### config.mk
export PLATFORM = sky130hd
export DESIGN_NAME = offset_add_pipe
export DESIGN_NICKNAME = d
export VERILOG_FILES = /design/src/rtl/offset_add_pkg.sv /design/src/rtl/offset_add_fifo.sv /design/src/rtl/offset_add_pipe.sv
export SDC_FILE = /design/constraint.sdc
export NUM_CORES = 1
export LEC_CHECK = 0
export ABC_CLOCK_PERIOD_IN_PS = 7620
export BUFFER_PORTS_ARGS = -buffer_cell sky130_fd_sc_hd__buf_2
export CAP_MARGIN = 20
export CORE_UTILIZATION = 47
export CTS_CLUSTER_SIZE = 40
export DETAILED_ROUTE_END_ITERATION = 10
export GPL_ROUTABILITY_DRIVEN = 0
export PLACE_DENSITY = 0.78
export SLEW_MARGIN = 10
export SYNTH_ARGS = -nofsm -noshare
export SYNTH_HDL_FRONTEND = slang
export SYNTH_SLANG_ARGS = --single-unit
### constraint.sdc
create_clock -name clk -period 7.62 [get_ports clk]
set_input_delay 0 -clock clk [delete_from_list [all_inputs] [get_ports clk]]
set_output_delay 0 -clock clk [all_outputs]
set_load 0.005 [all_outputs]
### src/rtl/offset_add_pkg.sv
// -----------------------------------------------------------------------------
// offset_add_pkg
//   Shared definitions for the offset_add_pipe block.
//   - mode_e  : per-transaction offset selector carried on in_mode.
//   - off_sel : elaboration-time helper that returns the offset selected by a
//               mode, already reduced modulo 2^width.
// -----------------------------------------------------------------------------
package offset_add_pkg;

  typedef enum logic [1:0] {
    MODE_LOCAL   = 2'd0,  // + P_LOCAL
    MODE_SUM     = 2'd1,  // + (P_BASE + P_LOCAL)
    MODE_BASE    = 2'd2,  // + P_BASE
    MODE_ILLEGAL = 2'd3   // + 0, flags err_mode
  } mode_e;

  // Offsets are evaluated in 32 bits. Any lane wider than that simply sees the
  // offset zero-extended, and for narrower lanes a 32-bit wrap of
  // p_base + p_local does not change the value modulo 2^width.
  localparam int unsigned OFF_CALC_W = 32;

  function automatic logic [OFF_CALC_W-1:0] off_sel(
    input mode_e       mode,
    input int unsigned p_base,
    input int unsigned p_local,
    input int unsigned width
  );
    logic [OFF_CALC_W-1:0] raw;
    logic [OFF_CALC_W-1:0] mask;
    raw = '0;
    case (mode)
      MODE_LOCAL: raw = OFF_CALC_W'(p_local);
      MODE_SUM:   raw = OFF_CALC_W'(p_base) + OFF_CALC_W'(p_local);
      MODE_BASE:  raw = OFF_CALC_W'(p_base);
      default:    raw = '0;
    endcase
    if (width >= OFF_CALC_W) begin
      mask = '1;
    end else begin
      mask = (OFF_CALC_W'(1) << width) - OFF_CALC_W'(1);
    end
    return raw & mask;
  endfunction

endpackage

### src/rtl/offset_add_fifo.sv
// -----------------------------------------------------------------------------
// offset_add_fifo
//   Synchronous single-clock FIFO with a combinational (fall-through) read of
//   the head entry. A write is accepted while full only if a read happens in
//   the same cycle, so a full FIFO can stream at one entry per clock.
//
//   Ports
//     clk      in   1      clock, all state on rising edge
//     rst_n    in   1      synchronous active-low reset (empties the FIFO)
//     wr_en    in   1      write request
//     wr_data  in   W      data written at the tail
//     rd_en    in   1      read request (ignored while empty)
//     rd_data  out  W      head entry; undefined content while empty
//     full     out  1      fill == DEPTH
//     empty    out  1      fill == 0
// -----------------------------------------------------------------------------
module offset_add_fifo #(
  parameter int unsigned W     = 8,
  parameter int unsigned DEPTH = 2
) (
  input  logic         clk,
  input  logic         rst_n,
  input  logic         wr_en,
  input  logic [W-1:0] wr_data,
  input  logic         rd_en,
  output logic [W-1:0] rd_data,
  output logic         full,
  output logic         empty
);

  localparam int unsigned PW = (DEPTH > 1) ? $clog2(DEPTH) : 1;
  localparam int unsigned CW = $clog2(DEPTH + 1);
  localparam logic [PW-1:0] LAST_IDX  = PW'(DEPTH - 1);
  localparam logic [CW-1:0] DEPTH_CNT = CW'(DEPTH);

  logic [W-1:0] mem [DEPTH];

  logic [PW-1:0] wr_ptr_q, wr_ptr_d;
  logic [PW-1:0] rd_ptr_q, rd_ptr_d;
  logic [CW-1:0] fill_q, fill_d;
  logic          do_wr;
  logic          do_rd;

  // Pointers wrap explicitly so DEPTH need not be a power of two.
  function automatic logic [PW-1:0] ptr_inc(input logic [PW-1:0] p);
    return (p == LAST_IDX) ? '0 : p + PW'(1);
  endfunction

  assign empty   = (fill_q == '0);
  assign full    = (fill_q == DEPTH_CNT);
  assign do_rd   = rd_en && !empty;
  // A write into a full FIFO is only legal when the head leaves this cycle.
  assign do_wr   = wr_en && (!full || do_rd);
  assign rd_data = mem[rd_ptr_q];

  always_comb begin
    wr_ptr_d = wr_ptr_q;
    rd_ptr_d = rd_ptr_q;
    fill_d   = fill_q;
    if (do_wr) begin
      wr_ptr_d = ptr_inc(wr_ptr_q);
    end
    if (do_rd) begin
      rd_ptr_d = ptr_inc(rd_ptr_q);
    end
    if (do_wr && !do_rd) begin
      fill_d = fill_q + CW'(1);
    end else if (!do_wr && do_rd) begin
      fill_d = fill_q - CW'(1);
    end
  end

  always_ff @(posedge clk) begin
    if (!rst_n) begin
      wr_ptr_q <= '0;
      rd_ptr_q <= '0;
      fill_q   <= '0;
    end else begin
      wr_ptr_q <= wr_ptr_d;
      rd_ptr_q <= rd_ptr_d;
      fill_q   <= fill_d;
    end
  end

  // Storage carries no reset; validity is tracked entirely by fill_q.
  always_ff @(posedge clk) begin
    if (rst_n && do_wr) begin
      mem[wr_ptr_q] <= wr_data;
    end
  end

endmodule

### src/rtl/offset_add_pipe.sv
// -----------------------------------------------------------------------------
// offset_add_pipe
//   NCH-lane constant-offset adder behind a valid/ready handshake, buffered by
//   a DEPTH-entry output FIFO. in_mode picks one of three elaborated offsets
//   (P_LOCAL, P_BASE+P_LOCAL, P_BASE); mode 3 adds zero and raises a sticky
//   error flag. Each lane reports its carry-out; with SATURATE=1 a carrying
//   lane is clamped to all-ones.
//
//   Ports
//     clk        in   1          clock, all state on rising edge
//     rst_n      in   1          synchronous active-low reset
//     in_valid   in   1          input transaction valid
//     in_ready   out  1          !full | out_ready (combinational from out_ready)
//     in_data    in   NCH*WIDTH  lane k at [k*WIDTH +: WIDTH]
//     in_mode    in   2          offset selector (see mode_e)
//     out_valid  out  1          FIFO head valid
//     out_ready  in   1          consumer accepts the head
//     out_data   out  NCH*WIDTH  lane results, same packing as in_data
//     out_ovf    out  NCH        per-lane carry-out (before saturation)
//     err_mode   out  1          sticky: an accepted transaction used mode 3
//     txn_cnt    out  16         accepted transactions, wraps at 16 bits
// -----------------------------------------------------------------------------
module offset_add_pipe
  import offset_add_pkg::*;
#(
  parameter int unsigned WIDTH    = 8,
  parameter int unsigned NCH      = 3,
  parameter int unsigned P_BASE   = 23,
  parameter int unsigned P_LOCAL  = 42,
  parameter int unsigned SATURATE = 0,
  parameter int unsigned DEPTH    = 2
) (
  input  logic                 clk,
  input  logic                 rst_n,
  input  logic                 in_valid,
  output logic                 in_ready,
  input  logic [NCH*WIDTH-1:0] in_data,
  input  logic [1:0]           in_mode,
  output logic                 out_valid,
  input  logic                 out_ready,
  output logic [NCH*WIDTH-1:0] out_data,
  output logic [NCH-1:0]       out_ovf,
  output logic                 err_mode,
  output logic [15:0]          txn_cnt
);

  localparam int unsigned DW = NCH * WIDTH;
  localparam int unsigned FW = DW + NCH;  // FIFO entry: {ovf, data}

  localparam logic [WIDTH-1:0] OFF_LOCAL =
    WIDTH'(off_sel(MODE_LOCAL, P_BASE, P_LOCAL, WIDTH));
  localparam logic [WIDTH-1:0] OFF_SUM =
    WIDTH'(off_sel(MODE_SUM, P_BASE, P_LOCAL, WIDTH));
  localparam logic [WIDTH-1:0] OFF_BASE =
    WIDTH'(off_sel(MODE_BASE, P_BASE, P_LOCAL, WIDTH));

  logic             push;
  logic             pop;
  logic             fifo_full;
  logic             fifo_empty;
  logic [FW-1:0]    fifo_rd_data;
  logic [FW-1:0]    head_view;

  logic [WIDTH-1:0] lane_off;
  logic             mode_illegal;
  logic [DW-1:0]    lane_res;
  logic [NCH-1:0]   lane_ovf;

  logic             err_mode_q, err_mode_d;
  logic [15:0]      txn_cnt_q, txn_cnt_d;
  logic [FW-1:0]    last_q, last_d;

  // ---------------------------------------------------------------------------
  // Mode decode: all lanes share the same offset within a transaction.
  // ---------------------------------------------------------------------------
  always_comb begin
    lane_off     = '0;
    mode_illegal = 1'b0;
    case (mode_e'(in_mode))
      MODE_LOCAL: lane_off = OFF_LOCAL;
      MODE_SUM:   lane_off = OFF_SUM;
      MODE_BASE:  lane_off = OFF_BASE;
      default: begin
        lane_off     = '0;
        mode_illegal = 1'b1;
      end
    endcase
  end

  // ---------------------------------------------------------------------------
  // Lane adders. The carry is taken from a WIDTH+1 bit sum so it reflects the
  // true add, independent of whether the lane is later clamped.
  // ---------------------------------------------------------------------------
  genvar gi;
  generate
    for (gi = 0; gi < NCH; gi++) begin : g_lane
      logic [WIDTH:0] sum;
      assign sum          = {1'b0, in_data[gi*WIDTH +: WIDTH]} + {1'b0, lane_off};
      assign lane_ovf[gi] = sum[WIDTH];
      assign lane_res[gi*WIDTH +: WIDTH] =
        ((SATURATE != 0) && sum[WIDTH]) ? {WIDTH{1'b1}} : sum[WIDTH-1:0];
    end
  endgenerate

  // ---------------------------------------------------------------------------
  // Handshake. in_ready looks through to out_ready so a full FIFO can accept
  // a new entry in the same cycle its head is consumed.
  // ---------------------------------------------------------------------------
  assign in_ready  = !fifo_full || out_ready;
  assign push      = in_valid && in_ready;
  assign out_valid = !fifo_empty;
  assign pop       = out_valid && out_ready;

  offset_add_fifo #(
    .W     (FW),
    .DEPTH (DEPTH)
  ) u_fifo (
    .clk     (clk),
    .rst_n   (rst_n),
    .wr_en   (push),
    .wr_data ({lane_ovf, lane_res}),
    .rd_en   (pop),
    .rd_data (fifo_rd_data),
    .full    (fifo_full),
    .empty   (fifo_empty)
  );

  // While empty the outputs show the most recently consumed entry rather than
  // whatever stale word sits under the read pointer.
  assign head_view = fifo_empty ? last_q : fifo_rd_data;
  assign out_data  = head_view[DW-1:0];
  assign out_ovf   = head_view[FW-1:DW];
  assign err_mode  = err_mode_q;
  assign txn_cnt   = txn_cnt_q;

  always_comb begin
    last_d     = last_q;
    err_mode_d = err_mode_q;
    txn_cnt_d  = txn_cnt_q;
    if (pop) begin
      last_d = fifo_rd_data;
    end
    if (push) begin
      txn_cnt_d = txn_cnt_q + 16'd1;
      if (mode_illegal) begin
        err_mode_d = 1'b1;
      end
    end
  end

  always_ff @(posedge clk) begin
    if (!rst_n) begin
      last_q     <= '0;
      err_mode_q <= 1'b0;
      txn_cnt_q  <= '0;
    end else begin
      last_q     <= last_d;
      err_mode_q <= err_mode_d;
      txn_cnt_q  <= txn_cnt_d;
    end
  end

endmodule

# Word level (Yosys, flattened, before mapping)
# Memory sizes are Yosys's and may differ from the RTL's. A register that Yosys moved wholly into a read port is not among the register bits.
# Index checks and enable logic that the tools add are counted.
# op_classes
addsub,8
mul,0
n_div,0
magnitude_cmp,0
eq_ne,3
shift,0
muxes,10
n_bitwise,1
n_reduce_logical,18
# op_table
operator,n
$add A8 B8 Y9,3
$mux W27,1
$pmux W7 S3,1
$add A16 B1 Y16 const B,1
$logic_and A1 B1 Y1,7
$mux W1,6
$eq A2 B2 Y1 const B,2
$logic_not A1 Y1,4
$logic_not A2 Y1,2
$mux W2,2
$reduce_or A3 Y1,1
$add A1 B1 Y1 const B,2
$add A2 B1 Y2 const B,1
$eq A2 B1 Y1 const B,1
$logic_or A1 B1 Y1,2
$reduce_and A2 Y1,1
$reduce_bool A2 Y1,1
$sub A2 B1 Y2 const B,1
$not A1 Y1,1
# word_totals
ff_bits,48
latchBits,0
ramBits,54
rom_bits,0
output_inout_bits,46
wordCells,47
n_memories,1
# memory_table
name,depth,word_bits,rd,rd_ports_with_merged_regs,write_ports,line_no,source
u_fifo.mem,2,27,1,1,1,offset_add_fifo.sv:36,logic [W-1:0] mem [DEPTH];

# Depth between registers and ports, before layout
# Gate-level depths: netlist of the first run.
# depth
ltp_word,10
mapped_depth,9
ltp_nobuf,9

# Modules after synthesis
# A second synthesis of the first run with hierarchy kept.
# hier_totals
hier_cells,498
hier_area_um2,5317.6
# modules_own_cells
mod,n_inst,cells_each,area_per_inst_um2
offset_add_pipe,1,389,3141.8
offset_add_fifo,1,109,2175.8

# Least setup slack after synthesis of the first run
# No wires, ideal clock.
# synth_timing
path_type,reg-to-reg
startpoint,register u_fifo.fill_q[1]
endpoint,"memory u_fifo.mem[0][0] in the netlist's numbering, enable pin"
setup_time_ns,0.411
arrival_ns,2.198
setup_slack_ns,5.011
stages_incl_launch_ff,7
cell_sequence,dfxtp_1 nor3b_2 inv_1 and2_1 clkbuf_1 nand2_1 nor2_1
# synth_between
word_cells_on_any_way,13
# synth_lines
item,line_no,source
start: declaration,offset_add_fifo.sv:40,"logic [CW-1:0] fill_q, fill_d;"
start signal: assignment,offset_add_fifo.sv:81,fill_q <= fill_d;
$eq A2 B2 Y1,offset_add_fifo.sv:50,assign full = (fill_q == DEPTH_CNT);
$logic_not A1 Y1,offset_add_pipe.sv:109,assign in_ready = !fifo_full || out_ready;
$logic_or A1 B1 Y1,offset_add_pipe.sv:109,
named net in_ready,offset_add_pipe.sv:36,"output logic in_ready,"
$logic_and A1 B1 Y1,offset_add_pipe.sv:110,assign push = in_valid && in_ready;
$logic_and A1 B1 Y1,offset_add_fifo.sv:53,assign do_wr = wr_en && (!full || do_rd);
named net u_fifo.do_wr,offset_add_fifo.sv:41,logic do_wr;
$logic_and A1 B1 Y1,offset_add_fifo.sv:87,if (rst_n && do_wr) begin
$mux W1,offset_add_fifo.sv:87,
$mux W1 (implied by the code),offset_add_fifo.sv:88,mem[wr_ptr_q] <= wr_data;
end: declaration,offset_add_fifo.sv:36,
# The timed path passes the listed nets, and every way through them passes these cells.

# Worst setup path in the final report of the first run
# layout_timing
startpoint,register u_fifo.fill_q[0]
endpoint,register u_fifo.fill_q[1]
# layout_between
elab_chain_len,9
word_cells_on_any_way,19
# layout_lines
item,line_no,source
$logic_not A2 Y1,offset_add_fifo.sv:49,assign empty = (fill_q == '0);
$logic_not A1 Y1,"offset_add_fifo.sv:51, offset_add_pipe.sv:111",
$logic_and A1 B1 Y1,offset_add_pipe.sv:112,assign pop = out_valid && out_ready;
$logic_and A1 B1 Y1,offset_add_fifo.sv:51,assign do_rd = rd_en && !empty;
$logic_or A1 B1 Y1,offset_add_fifo.sv:53,
$logic_and A1 B1 Y1,offset_add_fifo.sv:53,
$logic_not A1 Y1,offset_add_fifo.sv:68,end else if (!do_wr && do_rd) begin
$logic_and A1 B1 Y1,offset_add_fifo.sv:68,
$reduce_bool A2 Y1 (no source line),--,
# Parallel ways exist; a longest one is shown, timed or not. The select of a mux whose other input is x is not followed.
# A chain may end at the register's enable or synchronous reset.

==> results of run 1 <==
[area by class of cell]
class                      count  area, µm²
clock buffer                   9        124
clock inverter                 7       90.1
fill                         890       4550
inverter                      10       37.5
multi-input combinational    330       2250
sequential                   103       2600
tap                          136        170
timing repair buffer          84        458
[logic make-up (layout without fill, tap and decap cells)]
logic type,count (synthesis),after routing,share of synthesized area (%)
XOR/XNOR,27,27,4.75
multiplexers,31,31,6.24
adder cells (fa/ha/maj),31,31,8.25
AO/OA/AOI/OAI,114,114,14.0
AND/OR/NAND/NOR,127,127,11.8
flip-flops,103,103,52.3
buffers and inverters,32,110,2.57
[flip-flops by register name (all words and copies together) (netlist names), named ones only]
signal,cells
u_fifo.mem,54
last_q,27
txn_cnt,16
u_fifo.fill_q,2
err_mode,1
u_fifo.rd_ptr_q,1
u_fifo.wr_ptr_q,1
[report_power, final]
part,total [mW],internal [mW],leakage [nW],switching (mW)
Combinational,0.616,0.254,1.24,0.362
Clock,0.348,0.159,0.107,0.190
Sequential,0.708,0.673,0.897,0.0349
Total,1.67,1.09,2.24,0.586
[synth_stat cells, drive strengths merged]
cell type,n
nand2,10
nand4,2
nor2,74
nor2b,2
nor3,2
inv,10
mux2i,31
o21a,2
a21oi,47
or4,3
xor2,8
or2,1
a211oi,34
nand2b,5
xnor2,19
o211ai,2
nand4bb,1
nor4,6
edfxtp,54
o31ai,3
and2,3
clkbuf,9
nand3,9
or3,3
and3,4
buf,13
o21bai,5
nor4b,1
ha,28
dfxtp,49
nor3b,1
fa,3
o21ai,16
a21o,5
[worst paths after layout]
kind         cells after the start                             to
max                              6  u_fifo.fill_q[1]$_SDFFE_PN0P_
min                              2    u_fifo.mem[0][23]$_DFFE_PP_
max reg2reg                      6  u_fifo.fill_q[1]$_SDFFE_PN0P_
min reg2reg                      2       txn_cnt[15]$_SDFFE_PN0P_
[stage by stage]
stage	total power, mW	utilization [%]	hold slack [ns]	setup WS, ns
after detailed placement	1.34	53.1	0.328	4.38
final	1.67	55.7	0.0173	4.36
after global placement	1.32	53.1	0.326	4.56
after global routing	1.78	55.7	0.00109	4.12
after floorplan	1.12	-	0.138	5.01
after CTS	1.69	55.7	0.0000487	4.36
[worst reg2reg max path: stages, from the launching register on]
cell and delay [ns]:
dfxtp_1 0.42, or2_2 0.77, and2_2 0.93, inv_1 0.17
ha_1 0.38, or3_1 0.38, a21oi_1 0.14
[metal layers]
layer  track usage, %  vias to the layer above  wire length (µm)
li1                 -                     1844                 -
met4             6.24                        0               109
met1             23.4                     1690              4380
met2             30.0                      105              4680
met5                0                        -                 0
met3             2.99                        7               394
==> out/results.ini, run 1 <==
[synthesis]
synth_area_leader_cell = edfxtp_1
synth_top_area_share_pct = 32.6
synth_seq_cells = 103
synth.avg_cell_area_um2 = 10.7
yosys_warnings = 0
synthCells = 465
synth_nets = 526
synth_seq_area_share_pct = 52.3
synth_top_cells_by_area = edfxtp_1 (33%), dfxtp_1 (20%), ha_1 (7.0%)
yosysUniqueCellTypes = 36
synth_area_mm2 = 0.00497

[global_routing]
grt_pass1_vias = 3371
grt_pass1_wl_mm = 15.5
grt_remaining_overflow = 0
antenna_found_initial = 0
gr-usage-all-layers_pct = 17.9
grt_max_degree = 57

[sta]
slew_viol_final = 0
worstMarginPinSlew_ns = 0.964
rsz0062_at_grt = no
fmax_ghz = 0.307
fin_crit_ns = 3.26
fin_tns_setup_ns = 0
finalSetupViolations = 0
hold_viol = 0
relSlewSlack_pct = 35.7
fin_worst_skew_ns = 0.0116
fin_crit_sh_pct = 42.8

[setup_path]
r2r_slack_ns = 4.36
cp_top_family = simple AND/OR/NAND/NOR gates
cpMaxStageDelayCell = and2_2
path_cells = or2_2, and2_2, inv_1, ha_1, or3_1, a21oi_1
path_buf_inv = 1
worstSetupPathType = reg2reg
reg2reg_from = u_fifo.fill_q[0]$_SDFFE_PN0P_
path_max_fanout = 56
crit_path_start_kind = flip-flop
cpPeakStageDelay_ns = 0.93
cp.required_ns = 7.91
crit_start = u_fifo.fill_q[0]$_SDFFE_PN0P_
crit_arrival_ns = 3.55
worst_setup_path_end_kind = flip-flop

[floorplanning]
die_area_mm2 = 0.0110
rows = 37
io_pins = 76
start_util_pct = 48.4
die_w_um = 105
core_mm2 = 0.0103
die-height_um = 105

[drt]
wl_per_cell_um = 14.1
drcViolationCount = 0
via_per_inst = 5.37
drtPass1Iterations = 7
routed_wirelength_mm = 9.57
ant_nets = 0
vias = 3646
drt_iter0_drc = 269

[clock_tree]
cts_resized = 0
cts_buffers = 9
clk_latency_ns = 0.36
cts_tree = built
cts.sinks = 103
cts_root_buf = clkbuf_8
post-cts-setup-buffer-count = 0
clk_pin_slew_ns = 0.10
clock_path_buffers = 2
htree_levels = 3
holdBufCountCts = 6

[layout]
antennaDiodeCount = 0
layout.cells.most_common = buf_2
fin_area_mm2 = 0.00573
fin_cells = 679
mostFrequentLayoutCells = buf_2 (75), nor2_1 (73), edfxtp_1 (54), dfxtp_1 (49), a21oi_1 (47)
drive_above_1_share_pct = 18.2
syn_to_final_growth_pct = 15.2
layout.nets = 599

[placed_design]
place_area_mm2 = 0.00546
io_buffers = 75
dpl.cell_count = 657
hpwl_mm = 6.86

[flow_run]
maxCapViolations = 0

[run_status]
outcome = completed

[min_path]
min_path_type = in2reg
holdCritStartpoint = in_data[23]

[power_and_ir_drop]
ir_worst_vdd_mv = 0.128
p_leak_nw = 2.24
p_per_area_mw_per_mm2 = 292

(Power assumes the default switching activity.)
==> inputs of run 2 (changes only) <==
ABC_AREA = 1   (was unset)
ABC_CLOCK_PERIOD_IN_PS = 2930   (was 7620)
PLACE_DENSITY = 0.8   (was 0.78)
clock period = 2.93 ns   (was 7.62 ns; I/O delays follow)
==> out/results.ini, run 2 <==
[run_status]
outcome = completed

[power_and_ir_drop]
total_power_mw = 4.20
p_per_area_mw_per_mm2 = 696
p_leak_nw = 2.75
ir_worst_vdd_mv = 0.338

[layout]
fillerInstances = 947
largest-register = u_fifo.mem
fin_area_mm2 = 0.00603
multi_input_area_mm2 = 0.00219
fin_cells = 844
layout.nets = 760
largest_reg_flops = 54
seqCellArea_mm2 = 0.00260
syn_to_final_growth_pct = 14.0
mostFrequentLayoutCells = nand2_1 (136), inv_1 (98), o21ai_0 (82), buf_2 (75), edfxtp_1 (54)
drive_above_1_share_pct = 15.2
layout.cells.most_common = nand2_1
utilization_pct = 55.4
antennaDiodeCount = 0

[clock_tree]
clk_latency_ns = 0.36
holdBufCountCts = 6
clock_path_buffers = 2
cts_resized = 0
cts_root_buf = clkbuf_8
htree_levels = 3
clk_pin_slew_ns = 0.11
cts.sinks = 103
cts_tree = built
post-cts-setup-buffer-count = 0
cts_buffers = 9

[setup_path]
reg2reg_from = u_fifo.fill_q[0]$_SDFFE_PN0P_
r2r_slack_ns = 1.00
worstSetupPathType = reg2reg
crit_start = u_fifo.fill_q[0]$_SDFFE_PN0P_
path_max_fanout = 11
cpPeakStageDelay_ns = 0.34
cpMaxStageDelayCell = dfxtp_1
cp.required_ns = 3.19
path_cells = inv_2, nand3_4, nand2_2, inv_1, ha_1, a21oi_1, o21ai_0, o21ai_0, a21oi_1
cp_top_family = compound AO/OA/AOI/OAI gates
crit_path_start_kind = flip-flop
worst_setup_path_end_kind = flip-flop
crit_arrival_ns = 2.18
path_buf_inv = 2

[placed_design]
pre_cts_ws_ns = 0.669
io_buffers = 75
hpwl_mm = 8.02
dpl.cell_count = 822
place_area_mm2 = 0.00577

[drt]
drcViolationCount = 0
wl_per_cell_um = 12.9
via_per_inst = 5.03
routed_wirelength_mm = 10.9
drt_iter0_drc = 345
vias = 4243
drtPass1Iterations = 5
ant_nets = 0

[min_path]
holdCritStartpoint = in_valid
min_path_type = in2reg

[sta]
relSlewSlack_pct = 56.8
slew_viol_final = 0
worstMarginPinSlew_ns = 0.645
hold_viol = 0
whs_ns = 0.0315
fin_crit_ns = 1.93
fin_tns_setup_ns = 0
fin_worst_skew_ns = 0.0116
rsz0062_at_grt = no
fin_crit_sh_pct = 65.8
finalWorstSetupSlack_ns = 1.00
fmax_ghz = 0.519
finalSetupViolations = 0

[synthesis]
synthArstFlopShare_pct = 0
yosysUniqueCellTypes = 30
synth.most_common_cell = nand2_1
ys.flop_type = edfxtp_1
synth_area_leader_cell = edfxtp_1
synth_nets = 686
synth.avg_cell_area_um2 = 8.46
yosys_warnings = 0
synthCells = 625
yosys-top-cells-count = nand2_1 (136), inv_1 (98), o21ai_0 (82), edfxtp_1 (54), dfxtp_1 (49)
synth-edff-count = 54
synth_seq_cells = 103
synth_top_cells_by_area = edfxtp_1 (31%), dfxtp_1 (19%), nand2_1 (9.7%)
synth_top_area_share_pct = 30.7
synth_seq_area_share_pct = 49.2
synth_area_mm2 = 0.00529

[floorplanning]
die_area_mm2 = 0.0117
die-height_um = 108
start_util_pct = 48.6
io_pins = 76
die_w_um = 108
core_mm2 = 0.0109
rows = 38

[flow_run]
maxCapViolations = 0

[global_routing]
antenna_found_initial = 0
gr-usage-all-layers_pct = 19.6
grt_pass1_vias = 3912
grt_remaining_overflow = 0
grt_pass1_wl_mm = 18.0
grt_max_degree = 56

[run 2: changes by cell type in the layout (fill, tap and decap cells not counted), moves of 12 or more]
cell	previous run	this run
nor2_1	73	32
mux2i_1	31	0
a211oi_1	34	0
xor2_1	8	20
inv_1	9	98
o21ai_0	16	82
xnor2_1	19	3
nand2_1	10	136
[run 2: cell families (layout without fill, tap and decap cells)]
group | after synthesis | in the layout | share of synthesized area [%]
DFF | 103 | 103 | 49.2
AOI/OAI and AO/OA | 138 | 138 | 13.3
buffers and inverters | 125 | 204 | 9.46
and+or+nand+nor | 205 | 205 | 16.4
xor gates and xnor gates | 23 | 23 | 3.81
adders and majority gates | 31 | 31 | 7.76
[run 2: area by class of cell]
cell class,count,area share (%)
Multi-Input combinational cell,397,36.3
Inverter,101,6.29
Sequential cell,103,43.2
Clock inverter,6,1.20
Tap cell,140,2.91
Timing Repair Buffer,87,7.97
Clock buffer,10,2.12
[run 2: path summary, 6_finish.rpt]
check                                  endpoint  cells past startpoint
hold / removal         txn_cnt[13]$_SDFFE_PN0P_                      5
hold reg to reg         last_q[19]$_SDFFE_PN0P_                      2
setup reg to reg  u_fifo.fill_q[1]$_SDFFE_PN0P_                      9
setup / recovery  u_fifo.fill_q[1]$_SDFFE_PN0P_                      9
[run 2: tightest hold or removal path, stage by stage]
cell	delay (ns)
buf_2	0.11
nand4_1	0.09
nor2_1	0.05
nor2_1	0.07
nor2_1	0.05
[run 2: metal layers]
| metal | global-route usage, % | wire, µm | share of wire (%) | vias to the layer above |
|---|---|---|---|---|
| met5 | 0 | 0 | 0 | - |
| met3 | 4.40 | 639 | 5.9 | 12 |
| met4 | 6.07 | 163 | 1.5 | 0 |
| li1 | - | - | - | 2171 |
| met2 | 33.5 | 5380 | 49 | 130 |
| met1 | 24.7 | 4690 | 43 | 1930 |
[run 2: where the power goes]
part,internal (mW),switching (mW)
sequential,1.76,0.0639
combinational,0.522,0.953
clock,0.408,0.493
total,2.69,1.51
==> inputs of run 3 (changes only) <==
ABC_CLOCK_PERIOD_IN_PS = 2000   (was 2930)
PLACE_DENSITY = 0.78   (was 0.8)
clock period = 2 ns   (was 2.93 ns; I/O delays follow)
==> out/results.ini, run 3 (synthesis results as in run 2) <==
[run_status]
outcome = completed

[min_path]
min_path_type = in2reg

[setup_path]
crit_arrival_ns = 1.73
path_max_fanout = 55
cp.required_ns = 2.00
worstSetupPathType = reg2out
worst_setup_path_end_kind = output port
crit_path_start_kind = flip-flop

[layout]
antennaDiodeCount = 0
layout.nets = 760
syn_to_final_growth_pct = 13.9
fillerInstances = 966
fin_cells = 844
mostFrequentLayoutCells = nand2_1 (136), inv_1 (98), o21ai_0 (82), buf_2 (75), edfxtp_1 (54)
layout.cells.most_common = nand2_1
largest-register = u_fifo.mem
largest_reg_flops = 54
drive_above_1_share_pct = 15.1

[sta]
relSlewSlack_pct = 58.6
hold_viol = 0
fin_crit_sh_pct = 86.4
finalSetupViolations = 0
slew_viol_final = 0
rsz0062_at_grt = no
fin_tns_setup_ns = 0
fmax_ghz = 0.579
fin_worst_skew_ns = 0.00902
worstMarginPinSlew_ns = 0.619
fin_crit_ns = 1.73

[global_routing]
busiest_layer = met2
gr-usage-met1_pct = 24.8
use_met3_pct = 2.77
grt_max_degree = 56
grt_remaining_overflow = 0
antenna_found_initial = 0
grt_pass1_vias = 3998
grt_pass1_wl_mm = 18.1
gr-usage-all-layers_pct = 20.1
gr-usage-met2_pct = 34.5

[drt]
via_per_inst = 5.01
drt_iter0_drc = 312
ant_nets = 0
routed_wirelength_mm = 10.8
wl_per_cell_um = 12.8
vias = 4227
drtPass1Iterations = 5
drcViolationCount = 0

[clock_tree]
cts_buffers = 9
htree_levels = 3
clk_pin_slew_ns = 0.09
cts_resized = 0
cts_tree = built
clk_latency_ns = 0.35
cts.sinks = 103
cts_root_buf = clkbuf_8
clock_path_buffers = 2

[floorplanning]
die_w_um = 108
io_pins = 76
die_area_mm2 = 0.0117
die-height_um = 108
rows = 38
start_util_pct = 48.6
core_mm2 = 0.0109

[power_and_ir_drop]
p_seq_share_pct = 44.7
p_comb_share_pct = 36.8
ir_worst_vdd_mv = 0.470
pwr-share-clk_pct = 18.5
p_leak_nw = 2.75
p_int_mw = 3.81
p_per_area_mw_per_mm2 = 992
power.share.switching_pct = 36.2
p_switching_mw = 2.16

[flow_run]
maxCapViolations = 0

[placed_design]
hpwl_mm = 7.98
dpl.cell_count = 824
io_buffers = 75

-- run 3: cell types whose count changed in the layout (fill, tap and decap cells not counted), moves of 2 or more --
cell | before | now
inv_6 | 4 | 0
buf_12 | 0 | 3
clkinv_1 | 1 | 3
dlygate4sd3_1 | 6 | 4
clkinv_2 | 0 | 2
-- run 3: power groups by stage --
stage / registers, mW / clock network, mW / logic, mW
floorplan: 2.70 / 0 / 1.45
global placement: 2.71 / 0 / 2.14
detailed placement: 2.72 / 0 / 2.21
CTS: 2.67 / 1.14 / 2.23
global route: 2.70 / 1.23 / 2.52
finish: 2.67 / 1.11 / 2.20
-- run 3: what timing repair did --
| item | 4_1_cts | 5_1_grt |
|---|---|---|
| hold buffers | 4 | 0 |
| buffers inserted | 0 | 0 |
| hold endpoints to repair | 14 | 0 |
-- run 3: worst paths after layout --
path | startpoint | to | slack (ns) | cells past startpoint
setup reg to reg | u_fifo.fill_q[0]$_SDFFE_PN0P_ | u_fifo.fill_q[1]$_SDFFE_PN0P_ | 0.34 | 9
hold / removal | in_data[8] | u_fifo.mem[1][8]$_DFFE_PP_ | 0.03 | 2
setup / recovery | u_fifo.fill_q[1]$_SDFFE_PN0P_ | out_data[15] | 0.27 | 6
hold reg to reg | last_q[0]$_SDFFE_PN0P_ | last_q[0]$_SDFFE_PN0P_ | 0.45 | 2
-- run 3: metrics by stage --
| stage | hold slack [ns] | setup WS [ns] | util [%] | power (mW) | instance area [µm²] |
|---|---|---|---|---|---|
| floorplan | 0.118 | 0.201 | - | 4.14 | 5300 |
| global route | 0.0139 | 0.0713 | 55.3 | 6.45 | 6020 |
| global placement | 0.346 | 0.0733 | 53.5 | 4.85 | 5830 |
| finish | 0.0323 | 0.272 | 55.3 | 5.98 | 6020 |
| detailed placement | 0.334 | -0.0497 | 53.5 | 4.93 | 5830 |
| CTS | 0.00558 | 0.214 | 55.3 | 6.04 | 6020 |
-- run 3: cell type report --
| type | instances | area [µm²] | area share, % |
|---|---|---|---|
| clock inverter | 5 | 26.3 | 0.436 |
| sequential | 103 | 2600 | 43.2 |
| multi-input combinational | 397 | 2200 | 36.5 |
| inverter | 101 | 379 | 6.29 |
| tap | 140 | 175 | 2.91 |
| clock buffer | 11 | 131 | 2.18 |
| timing repair buffer | 87 | 513 | 8.52 |
-- run 3: critical path, stage by stage (launching register included) --
cell     delay (ns)
dfxtp_1        0.40
inv_2          0.06
nand2_1        0.08
buf_4          0.41
nand2_1        0.09
o21ai_0        0.14
buf_2          0.18
-- run 3: layer usage --
layer | wire length (µm) | part of all wire (%) | vias to the layer above
met3 | 562 | 5.2 | 11
li1 | - | - | 2164
met5 | 0 | 0 | -
met2 | 5390 | 50 | 108
met4 | 146 | 1.3 | 0
met1 | 4740 | 44 | 1944
